**src/rtl/seg_display_receiver.sv**
```systemverilog
// Seven-segment display receiver: samples the multiplexed seg/AN bus, waits for a
// stable window, decodes the segment pattern back to hex and tracks refresh frames.
module seg_display_receiver #(
    parameter int unsigned SETTLE  = 4,
    parameter int unsigned TIMEOUT = 1000000
) (
    input  logic       clk,
    input  logic       rst,
    input  logic [6:0] seg,
    input  logic [3:0] AN,
    output logic [3:0] bin0,
    output logic [3:0] bin1,
    output logic [3:0] bin2,
    output logic [3:0] bin3,
    output logic [3:0] digit_valid,
    output logic       frame_done,
    output logic       decode_err
);

    localparam logic [7:0]  SettleW    = 8'(SETTLE);
    localparam logic [23:0] TimeoutW   = 24'(TIMEOUT);
    localparam logic [23:0] TimeoutM1W = 24'(TIMEOUT - 1);

    typedef enum logic [1:0] {StIdle, StSettle, StAccept, StHold} state_t;

    // Returns {legal, value} for an active-low gfedcba pattern.
    function automatic logic [4:0] decode(input logic [6:0] s);
        logic [4:0] r;
        unique case (s)
            7'h40:   r = 5'h10;
            7'h79:   r = 5'h11;
            7'h24:   r = 5'h12;
            7'h30:   r = 5'h13;
            7'h19:   r = 5'h14;
            7'h12:   r = 5'h15;
            7'h02:   r = 5'h16;
            7'h78:   r = 5'h17;
            7'h00:   r = 5'h18;
            7'h10:   r = 5'h19;
            7'h08:   r = 5'h1a;
            7'h03:   r = 5'h1b;
            7'h46:   r = 5'h1c;
            7'h21:   r = 5'h1d;
            7'h06:   r = 5'h1e;
            7'h0e:   r = 5'h1f;
            default: r = 5'h00;
        endcase
        return r;
    endfunction

    logic [6:0]       seg_meta, seg_sync;
    logic [3:0]       an_meta, an_sync;
    state_t           state_q, state_d;
    logic [10:0]      pat_q, pat_d;
    logic [7:0]       cnt_q, cnt_d;
    logic [23:0]      idle_q, idle_d;
    logic [3:0][3:0]  bin_q, bin_d;
    logic [3:0]       valid_q, valid_d;
    logic [3:0]       seen_q, seen_d;
    logic             frame_q, frame_d;
    logic             err_q, err_d;
    logic             accept;
    logic [10:0]      cur;
    logic             an_legal;
    logic [4:0]       dec;
    logic [1:0]       idx;

    assign cur      = {seg_sync, an_sync};
    assign an_legal = $onehot(~an_sync);
    assign dec      = decode(pat_q[10:4]);

    // Digit slot selected by the latched one-hot-low anode pattern.
    always_comb begin
        idx = 2'd0;
        for (int i = 0; i < 4; i++) begin
            if (!pat_q[i]) idx = 2'(i);
        end
    end

    // Capture FSM: settle window, single accept, hold until the bus changes.
    always_comb begin
        state_d = state_q;
        cnt_d   = cnt_q;
        pat_d   = pat_q;
        accept  = 1'b0;
        unique case (state_q)
            StIdle: begin
                if (an_legal) begin
                    state_d = StSettle;
                    cnt_d   = 8'd1;
                    pat_d   = cur;
                end
            end
            StSettle: begin
                if (cnt_q == SettleW) begin
                    state_d = StAccept;
                    accept  = 1'b1;
                end else if (cur == pat_q) begin
                    cnt_d = cnt_q + 8'd1;
                end else if (an_legal) begin
                    pat_d = cur;
                    cnt_d = 8'd1;
                end else begin
                    state_d = StIdle;
                    cnt_d   = 8'd0;
                end
            end
            StAccept: begin
                state_d = StHold;
            end
            StHold: begin
                if (cur != pat_q) begin
                    if (an_legal) begin
                        state_d = StSettle;
                        cnt_d   = 8'd1;
                        pat_d   = cur;
                    end else begin
                        state_d = StIdle;
                        cnt_d   = 8'd0;
                    end
                end
            end
            default: state_d = StIdle;
        endcase
    end

    // Digit capture, frame tracking and inactivity timeout; accept beats timeout.
    always_comb begin
        bin_d   = bin_q;
        valid_d = valid_q;
        seen_d  = seen_q;
        frame_d = 1'b0;
        err_d   = 1'b0;
        idle_d  = idle_q;
        if (accept) begin
            idle_d = 24'd0;
            if (dec[4]) begin
                bin_d[idx]   = dec[3:0];
                valid_d[idx] = 1'b1;
                seen_d[idx]  = 1'b1;
                if (seen_d == 4'hf) begin
                    frame_d = 1'b1;
                    seen_d  = 4'h0;
                end
            end else begin
                err_d        = 1'b1;
                valid_d[idx] = 1'b0;
            end
        end else begin
            if (idle_q == TimeoutM1W) begin
                valid_d = 4'h0;
                seen_d  = 4'h0;
            end
            if (idle_q != TimeoutW) idle_d = idle_q + 24'd1;
        end
    end

    // Input synchronizer; resets to an idle (blank) bus.
    always_ff @(posedge clk) begin
        if (rst) begin
            seg_meta <= '1;
            seg_sync <= '1;
            an_meta  <= '1;
            an_sync  <= '1;
        end else begin
            seg_meta <= seg;
            seg_sync <= seg_meta;
            an_meta  <= AN;
            an_sync  <= an_meta;
        end
    end

    // State and output registers.
    always_ff @(posedge clk) begin
        if (rst) begin
            state_q <= StIdle;
            pat_q   <= '1;
            cnt_q   <= '0;
            idle_q  <= '0;
            bin_q   <= '0;
            valid_q <= '0;
            seen_q  <= '0;
            frame_q <= 1'b0;
            err_q   <= 1'b0;
        end else begin
            state_q <= state_d;
            pat_q   <= pat_d;
            cnt_q   <= cnt_d;
            idle_q  <= idle_d;
            bin_q   <= bin_d;
            valid_q <= valid_d;
            seen_q  <= seen_d;
            frame_q <= frame_d;
            err_q   <= err_d;
        end
    end

    assign bin0        = bin_q[0];
    assign bin1        = bin_q[1];
    assign bin2        = bin_q[2];
    assign bin3        = bin_q[3];
    assign digit_valid = valid_q;
    assign frame_done  = frame_q;
    assign decode_err  = err_q;

endmodule

```
**config.mk**
```make
export PLATFORM = sky130hd
export DESIGN_NAME = seg_display_receiver
export DESIGN_NICKNAME = d
export VERILOG_FILES = /design/src/rtl/seg_display_receiver.sv
export SDC_FILE = /design/constraint.sdc
export NUM_CORES = 1
export LEC_CHECK = 0
export ABC_AREA = 1
export CAP_MARGIN = 20
export CORE_AREA = 2 2 105 77
export CTS_CLUSTER_SIZE = 40
export DETAILED_ROUTE_END_ITERATION = 12
export DIE_AREA = 0 0 107 79
export DONT_BUFFER_PORTS = 1
export GPL_TIMING_DRIVEN = 0
export PLACE_DENSITY = 0.78
export SETUP_SLACK_MARGIN = 0.15
export SLEW_MARGIN = 10
export SYNTH_ARGS = -nofsm -noshare
export SYNTH_HDL_FRONTEND = slang
export SYNTH_SLANG_ARGS = --single-unit
```
**constraint.sdc**
```tcl
create_clock -name clk -period 3.3 [get_ports clk]
set_input_delay 0.66 -clock clk [delete_from_list [all_inputs] [get_ports clk]]
set_output_delay 0.66 -clock clk [all_outputs]
set_load 0.02 [all_outputs]
```
# After elaboration in Yosys (flattened, before gate mapping)
# Cells that the tools add are included.
word_totals:
  ff_bits: 93
  elab_cells: 112
  output_inout_bits: 22
classes:
  n_lt_le_gt_ge: 2
  add_sub_neg: 5
  bitwise: 7
  mux: 37
  n_reduce_logical: 13
  n_eq_ne: 32
ops:
  columns: ["cell", "n"]
  rows:
  - ["$pmux W5 S16", 1]
  - ["$mux W11", 4]
  - ["$pmux W11 S3", 1]
  - ["$mux W8", 4]
  - ["$eq A7 B7 Y1 const B", 4]
  - ["$mux W4", 7]
  - ["$add A24 B1 Y24 const B", 1]
  - ["$eq A24 B20 Y1 const B", 1]
  - ["$ne A24 B20 Y1 const B", 1]
  - ["$pmux W8 S3", 1]
  - ["$eq A7 B5 Y1 const B", 3]
  - ["$eq A7 B6 Y1 const B", 3]
  - ["$bwmux W16", 1]
  - ["$eq A7 B2 Y1 const B", 2]
  - ["$eq A7 B4 Y1 const B", 2]
  - ["$mux W2", 7]
  - ["$reduce_and A4 Y1", 3]
  - ["$eq A11 B11 Y1", 1]
  - ["$ne A11 B11 Y1", 1]
  - ["$add A8 B1 Y8 const B", 1]
  - ["$demux W4 S2", 1]
  - ["$eq A8 B3 Y1 const B", 1]
  - ["$mux W1", 8]
  - ["$ne A2 B2 Y1 const B", 4]
  - ["25 further kinds", 33]

# Depth between registers and ports, before layout
# Gate-level depths: netlist (run 1).
depth:
  depth_word: 12
  ltp_mapped: 13
  mapped_depth_nobuf: 13

# Worst setup path before layout (run 1)
# Ideal clock, no wire load.
synth_timing:
  path_type: "register to register"
  from: "register an_sync[0]"
  to: "register cnt_q[2]"
  stages_incl_launch_ff: 13
  t_arrival_ns: 2.353
  n_path_buf: 0
  slack_ns: 0.831
  required_time_ns: 3.184
  setup_ns: 0.116
  path_cell_list: "dfxtp_1 > fa_1 > inv_1 > ha_1 > ha_1 > nor3_1 > inv_1 > nand3_1 > inv_1 > nor2_2 > nand2_1 > o21ai_0 > nor2_1"
synth_between:
  elab_chain_cells: 6
synth_rtl:
  columns: ["item", "line_no", "text"]
  rows:
  - ["from (decl)", "52", "logic [3:0] an_meta, an_sync;"]
  - ["from (signal assigned)", "169", "an_sync <= an_meta;"]
  - ["$not A4 Y4", "69", "assign an_legal = $onehot(~an_sync);"]
  - ["$add A1 B1 Y2 (not written as such)", "69", null]
  - ["$add A2 B2 Y3 (not written as such)", "69", null]
  - ["$eq A3 B1 Y1", "69", null]
  - ["$ne A2 B2 Y1 (no source line)", null, null]
  - ["$reduce_and A4 Y1 (no source line)", null, null]
  - ["to (signal assigned)", "188", "cnt_q <= cnt_d;"]
  - ["to (decl)", "55", "logic [7:0] cnt_q, cnt_d;"]
# Several ways; a longest one is shown, not always the timed one. The select of a mux whose other input is x is not followed.
# A chain may end at the register's enable or synchronous reset.

# Worst setup path in the final report (run 1)
# Same ends and word-level chain as after synthesis.

==> metrics.csv, run 1 <==
stage,metric,value,unit
run_status,status,finished clean,
critical_path,crit-path max FO,7,
timing,setup TNS,0,ps
grt,largest net degree at the start of global routing,19,
floorplanning,CORE AREA,7530,sq um
yosys,area share of the largest cell type after synthesis,0.407,
floorplanning,starting density of the core,0.607,
final_layout,share of cells above drive strength 1,0.127,
placement,Buffers on Ports,0,
placement,Placer Congestion,0.872,
yosys,synthesized instance count,648,
critical_path,Critical Path Start Type,flop,
drt,final wirelength,9810,microns
yosys,dominant cells by area after synthesis,"dfxtp_1 41%, nand2_1 11%, inv_1 6.8%",
yosys,Yosys reg bits,93,
cts,clock latency on the worst-skew pair,380,ps
timing,clock period minus worst slack,2800,ps
critical_path,critical path data arrival time,3080,ps
drt,# DRC,0,
power,Sw Share,0.304,
power,combinational power share,0.133,
final_layout,"non-filler cells, final",765,
cts,clock slew at reported path FFs,90,ps
grt,global-route wire length before repair,16600,microns
timing,fin. max-slew vios,0,
drt,vias,3986,
final_layout,"Core Util, Final",0.649,
timing,RSZ-0062 raised after global routing,false,
cts,Clock Path Buffers,2,
critical_path,CP Capture Type,flop,
power,internal power,0.00155,W
floorplanning,I/O pin total,35,
timing,final-report hold violation count,0,
grt,number of antenna violations at the first check in global routing,0,
cts,CTS resizes,0,
cts,number of buffers added for setup after CTS,0,
drt,vias per cell,5.21,
final_layout,final instance area,4890,sq um
cts,CTS H-Tree Depth,3,
timing,Rel. slew slack,0.601,
power,Pleak,2.05,nW
grt,GRT overflow,0,
drt,DR pass1 iterations,7,
drt,Post-DRT Antenna Nets,0,
cts,hold buffer count at cts,0,
floorplanning,die height,79,microns
placement,Detail Placement HPWL,7400,microns
floorplanning,Die Width,107,microns
power,PwrDens,456,nW/um^2
yosys,Post-Syn Area,4570,sq um
cts,clk sinks,93,
final_layout,area grow syn2layout,7.01,%
placement,placed insts,749,
power,Max VDD drop,0.368,mV
drt,post-DR wirelength/cell,12.8,microns
critical_path,required time of the critical path,3580,ps
placement,DP Area,4700,sq um
yosys,Post-Syn Nets,668,
yosys,post-synth top area cell,dfxtp_1,
power,Pwr Total,0.00223,W
floorplanning,die area,8450,sq um
final_layout,Layout Nets,679,
timing,Final Setup Violations,0,
yosys,syn avg cell area,7.05,sq um
power,Sequential Power Share,0.539,
yosys,synth unique cells,33,
power,sw power,0.000677,W
timing,Worst Skew,10.1,ps
cts,CTS Buf Count,9,
critical_path,Crit Path Class,flop to flop,
floorplanning,Row Count,27,
final_layout,Antenna Diode Count,0,
yosys,"Seq/Total Area, Yosys",0.407,
grt,GRT Total Usage,0.247,
cts,CTS tree,done,
drt,Iteration-0 DRC Markers,234,
power,Clock power frac,0.329,
cts,Root Buffer,clkbuf_8,
timing,crit share post-route,0.849,
timing,Peak Freq,0.357,GHz
timing,worst slew pin tran,599,ps
hold_path,Hold Path Class,input port to flop,
yosys,Ys Warns,0,
grt,vias in the first global route,3714,
flow_run,Max-Cap Viols,0,
[critical path, stage by stage (launching register included)]
cell and delay, ps:
dfxtp_1 360, fa_1 550, inv_1 40, ha_1 180, ha_1 290, nor3_2 300
inv_1 100, nand3_1 80, inv_1 80, nor2_2 240, nand2_1 230, o21ai_0 200
nor2_1 60
[cell families after synthesis]
family / count (synthesis) / share of synthesized area
AOI/OAI and AO/OA: 65 / 0.0712
xor gates and xnor gates: 14 / 0.0268
adders and majority gates: 7 / 0.0208
buffers and inverters: 108 / 0.0931
DFF: 93 / 0.407
and+or+nand+nor: 361 / 0.381
[power by group through the flow]
| stage | clock [W] | combinational (W) | sequential (W) |
|---|---|---|---|
| 2_1_floorplan | 0 | 0.000232 | 0.00122 |
| 3_3_place_gp | 0 | 0.000281 | 0.00123 |
| 3_5_place_dp | 0 | 0.000293 | 0.00123 |
| 4_1_cts | 0.000748 | 0.000294 | 0.00120 |
| 5_1_grt | 0.000795 | 0.000340 | 0.00121 |
| 6_report | 0.000733 | 0.000296 | 0.00120 |
[routing by layer]
| layer | GRT usage | part of all wire | vias to the layer above |
|---|---|---|---|
| li1 | - | - | 2105 |
| met1 | 0.338 | 0.50 | 1779 |
| met2 | 0.390 | 0.44 | 94 |
| met3 | 0.0640 | 0.058 | 8 |
| met4 | 0.0649 | 0.0091 | 0 |
| met5 | 0 | 0 | - |
[per-stage QoR]
| step | setup WS, ps | hold slack [ps] |
|---|---|---|
| final | 497 | 380 |
| after global routing | 190 | 362 |
| after detailed placement | 376 | 394 |
| after global placement | 492 | 392 |
| after floorplan | 831 | 389 |
| after CTS | 350 | 368 |
[area by class of cell]
cell class              count  area, sq um
plain buffers              15         76.3
clock buffers               9          124
clock inverters             7         65.1
fillers                   653         2640
inverters                  93          349
multi-input cells         447         2290
flip-flops and latches     93         1860
well taps                 101          126
[placed cells by master (no fill, tap or decap), types with 3 or more instances in the layout]
cell type,count
xor2_1,7
nor2_2,9
inv_6,3
nand2_1,134
clkbuf_1,6
nor2_1,63
a21oi_1,42
nand3_2,4
buf_2,7
nand3_1,59
clkbuf_8,9
nor3_1,13
inv_1,83
nand2_2,4
xnor2_1,7
inv_2,10
or2_2,26
ha_1,6
dfxtp_1,93
o21ai_0,23
nand4_1,33
[cell usage after synthesis (all sizes together)]
| cell type | n |
|---|---|
| and3 | 1 |
| xor2 | 7 |
| clkbuf | 6 |
| inv | 93 |
| ha | 6 |
| and2 | 1 |
| o21ai | 23 |
| a21oi | 42 |
| dfxtp | 93 |
| nand4 | 33 |
| or2 | 28 |
| nand3 | 65 |
| nand3b | 2 |
| fa | 1 |
| xnor2 | 7 |
| nand2 | 139 |
| nor4 | 1 |
| or3 | 1 |
| nor2 | 74 |
| nor3 | 14 |
| buf | 9 |
| nor3b | 2 |
[flip-flops by register name (all words and copies together), names as in the netlist, named ones only]
name	cells
an_meta	4
bin0	4
frame_done	1
seen_q	4
bin3	4
seg_meta	7
decode_err	1
bin2	4
an_sync	4
bin1	4
idle_q	24
digit_valid	4
cnt_q	8
pat_q	11
seg_sync	7
state_q	1
[worst paths after layout]
| kind | to | start | cells after the start | slack (ps) |
|---|---|---|---|---|
| max | cnt_q[2] | an_sync[0] | 12 | 500 |
| max reg2reg | cnt_q[2] | an_sync[0] | 12 | 500 |
| min reg2reg | seg_sync[6] | seg_meta[6] | 1 | 420 |
| min | an_meta[0] | AN[0] | 1 | 380 |
(Power assumes the default switching activity.)
==> run 2, diff against run 1 <==
==> constraint.sdc (replaced) <==
create_clock -name clk -period 2.6 [get_ports clk]
set_input_delay 0.52 -clock clk [delete_from_list [all_inputs] [get_ports clk]]
set_output_delay 0.52 -clock clk [all_outputs]
set_load 0.02 [all_outputs]
==> run 2 against run 1 <==
  * Clock skew increased by 6.6 ps
  * Count of clock-buffer cells in the layout unchanged
  * Maximum frequency increased by 15%
  * Worst setup slack got worse by 330 ps
  * Clock power increased by 30%
  * First-iteration DRC count increased by 46%
  * Largest power group unchanged
==> metrics.csv, run 2 (synthesis gave the netlist of run 1 again) <==
stage,metric,value,unit
cts,CTS H-Tree Depth,3,
critical_path,crit-path max FO,5,
critical_path,Worst Setup EP,cnt_q[2],
grt,largest net degree at the start of global routing,20,
placement,Placer Congestion,0.866,
critical_path,crit-path max cell delay,530,ps
power,Pwr Total,0.00290,W
floorplanning,die height,79,microns
power,Max VDD drop,0.470,mV
final_layout,share of cells above drive strength 1,0.147,
final_layout,Antenna Diode Count,0,
critical_path,Critical Path Start Type,flop,
timing,fin. max-slew vios,0,
grt,met1 Use GR,0.351,
cts,CTS tree,done,
critical_path,Reg2Reg Launch Point,an_sync[0],
floorplanning,Row Count,27,
grt,GR Util met2,0.380,
power,Sw Share,0.309,
timing,clock period minus worst slack,2440,ps
critical_path,Crit Path Class,flop to flop,
floorplanning,CORE AREA,7530,sq um
drt,vias per cell,5.36,
timing,Worst Skew,16.7,ps
cts,hold buffer count at cts,0,
power,internal power,0.00200,W
drt,final wirelength,10100,microns
power,Clock power frac,0.330,
drt,vias,4120,
grt,GRT Total Usage,0.250,
final_layout,largest registers,"idle_q x24, pat_q x11, cnt_q x8",
critical_path,worst reg2reg path depth,14,
cts,clock slew at reported path FFs,100,ps
timing,worst slew pin tran,594,ps
final_layout,"commonest cells after routing, fill and taps aside","133 x nand2_1, 90 x dfxtp_1, 81 x inv_1, 63 x nor2_1, 58 x nand3_1",
final_layout,Biggest register,idle_q,
cts,Root Buffer,clkbuf_8,
critical_path,end of the worst register-to-register path,cnt_q[2],
floorplanning,Die Width,107,microns
final_layout,Layout Nets,683,
drt,Post-DRT Antenna Nets,0,
grt,GRT overflow,0,
hold_path,Hold Path Class,input port to flop,
cts,clock latency on the worst-skew pair,370,ps
cts,clk sinks,93,
timing,Final Setup Violations,0,
final_layout,max reg flops,24,
placement,Detail Placement HPWL,7440,microns
grt,Global Route met3 Usage,0.0616,
placement,placed insts,749,
critical_path,CP Capture Type,flop,
grt,GRT busiest layer,met2,
final_layout,"non-filler cells, final",769,
cts,Clock Path Buffers,2,
power,PwrDens,582,nW/um^2
power,combinational power share,0.145,
critical_path,CP Cell Sequence,fa_1 -> inv_1 -> ha_2 -> ha_4 -> nor3_4 -> inv_2 -> nand3_2 -> inv_2 -> nor2_4 -> buf_6 -> nand3_1 -> nand2_1 -> inv_1 -> nor2_1,
drt,post-DR wirelength/cell,13.2,microns
power,sw power,0.000896,W
drt,DR pass1 iterations,5,
final_layout,"most common cell after layout, fill and taps aside",nand2_1,
timing,RSZ-0062 raised after global routing,true,
drt,Iteration-0 DRC Markers,341,
grt,global-route wire length before repair,16900,microns
critical_path,slowest CP cell,fa_1,
power,Pleak,2.07,nW
floorplanning,I/O pin total,35,
critical_path,Critical path origin,an_sync[0],
timing,final-report hold violation count,0,
placement,Buffers on Ports,0,
run_status,status,finished clean,
grt,number of antenna violations at the first check in global routing,0,
timing,crit share post-route,0.937,
floorplanning,die area,8450,sq um
cts,CTS Buf Count,9,
critical_path,R2R setup slack,160,ps
timing,Peak Freq,0.410,GHz
timing,Rel. slew slack,0.602,
drt,# DRC,0,
flow_run,Max-Cap Viols,0,
critical_path,required time of the critical path,2910,ps
final_layout,area grow syn2layout,9.09,%
critical_path,critical path data arrival time,2740,ps
floorplanning,starting density of the core,0.607,
power,Sequential Power Share,0.526,
grt,vias in the first global route,3751,
[run 2: how the worst min path moves through the flow]
stage | from | slack, ps | depth (start not counted) | end
6_report | seg[5] | 250 | 1 | seg_meta[5]
4_1_cts | seg[5] | 230 | 1 | seg_meta[5]
3_5_place_dp | seg_meta[6] | 390 | 1 | seg_sync[6]
5_1_grt | AN[1] | 220 | 1 | an_meta[1]
3_3_place_gp | an_meta[3] | 390 | 1 | an_sync[3]
2_1_floorplan | an_meta[0] | 390 | 1 | an_sync[0]
[run 2: final cells by class]
type / count / area, sq um
plain buffers: 15 / 76.3
clock buffers: 9 / 124
clock inverters: 7 / 80.1
fillers: 643 / 2550
inverters: 93 / 349
multi-input cells: 447 / 2330
flip-flops and latches: 93 / 1870
well taps: 101 / 126
repair buffers: 4 / 33.8
[run 2: repair_timing]
item                       4_1_cts  5_1_grt
setup buffers                    1        3
resized for setup                4       11
gates cloned                     0        0
setup endpoints to repair       18       18
hold endpoints to repair         0        0
pin swaps                        2        4
[run 2: power groups by stage]
stage / Sequential (W) / Clock (W) / Combinational (W)
after floorplan: 0.00155 / 0 / 0.000296
after global placement: 0.00155 / 0 / 0.000361
after detailed placement: 0.00156 / 0 / 0.000373
after CTS: 0.00152 / 0.000972 / 0.000388
after global routing: 0.00153 / 0.00103 / 0.000472
final: 0.00152 / 0.000956 / 0.000419
[run 2: stage by stage]
stage / util / worst slack (ps) / setup TNS [ps] / cell area [sq um] / hold WS, ps
global route: 0.662 / 67.3 / 0 / 4990 / 224
global placement: 0.624 / -71.7 / -144 / 4700 / 395
finish: 0.662 / 163 / 0 / 4990 / 246
CTS: 0.654 / 156 / 0 / 4930 / 234
detailed placement: 0.624 / -129 / -496 / 4700 / 394
floorplan: - / 187 / 0 / 4580 / 389
[run 2: critical path: cells and delay by family (launching register included)]
family / cells / cell delay, ps
AND/OR/NAND/NOR: 6 / 750
adder cells (fa/ha/maj): 3 / 930
flip-flops: 1 / 340
buffers and inverters: 5 / 350
[run 2: metal layers]
layer / up-vias / share of wire
met5: - / 0
met4: 0 / 0.015
met3: 14 / 0.060
met2: 120 / 0.43
met1: 1872 / 0.49
li1: 2114 / -
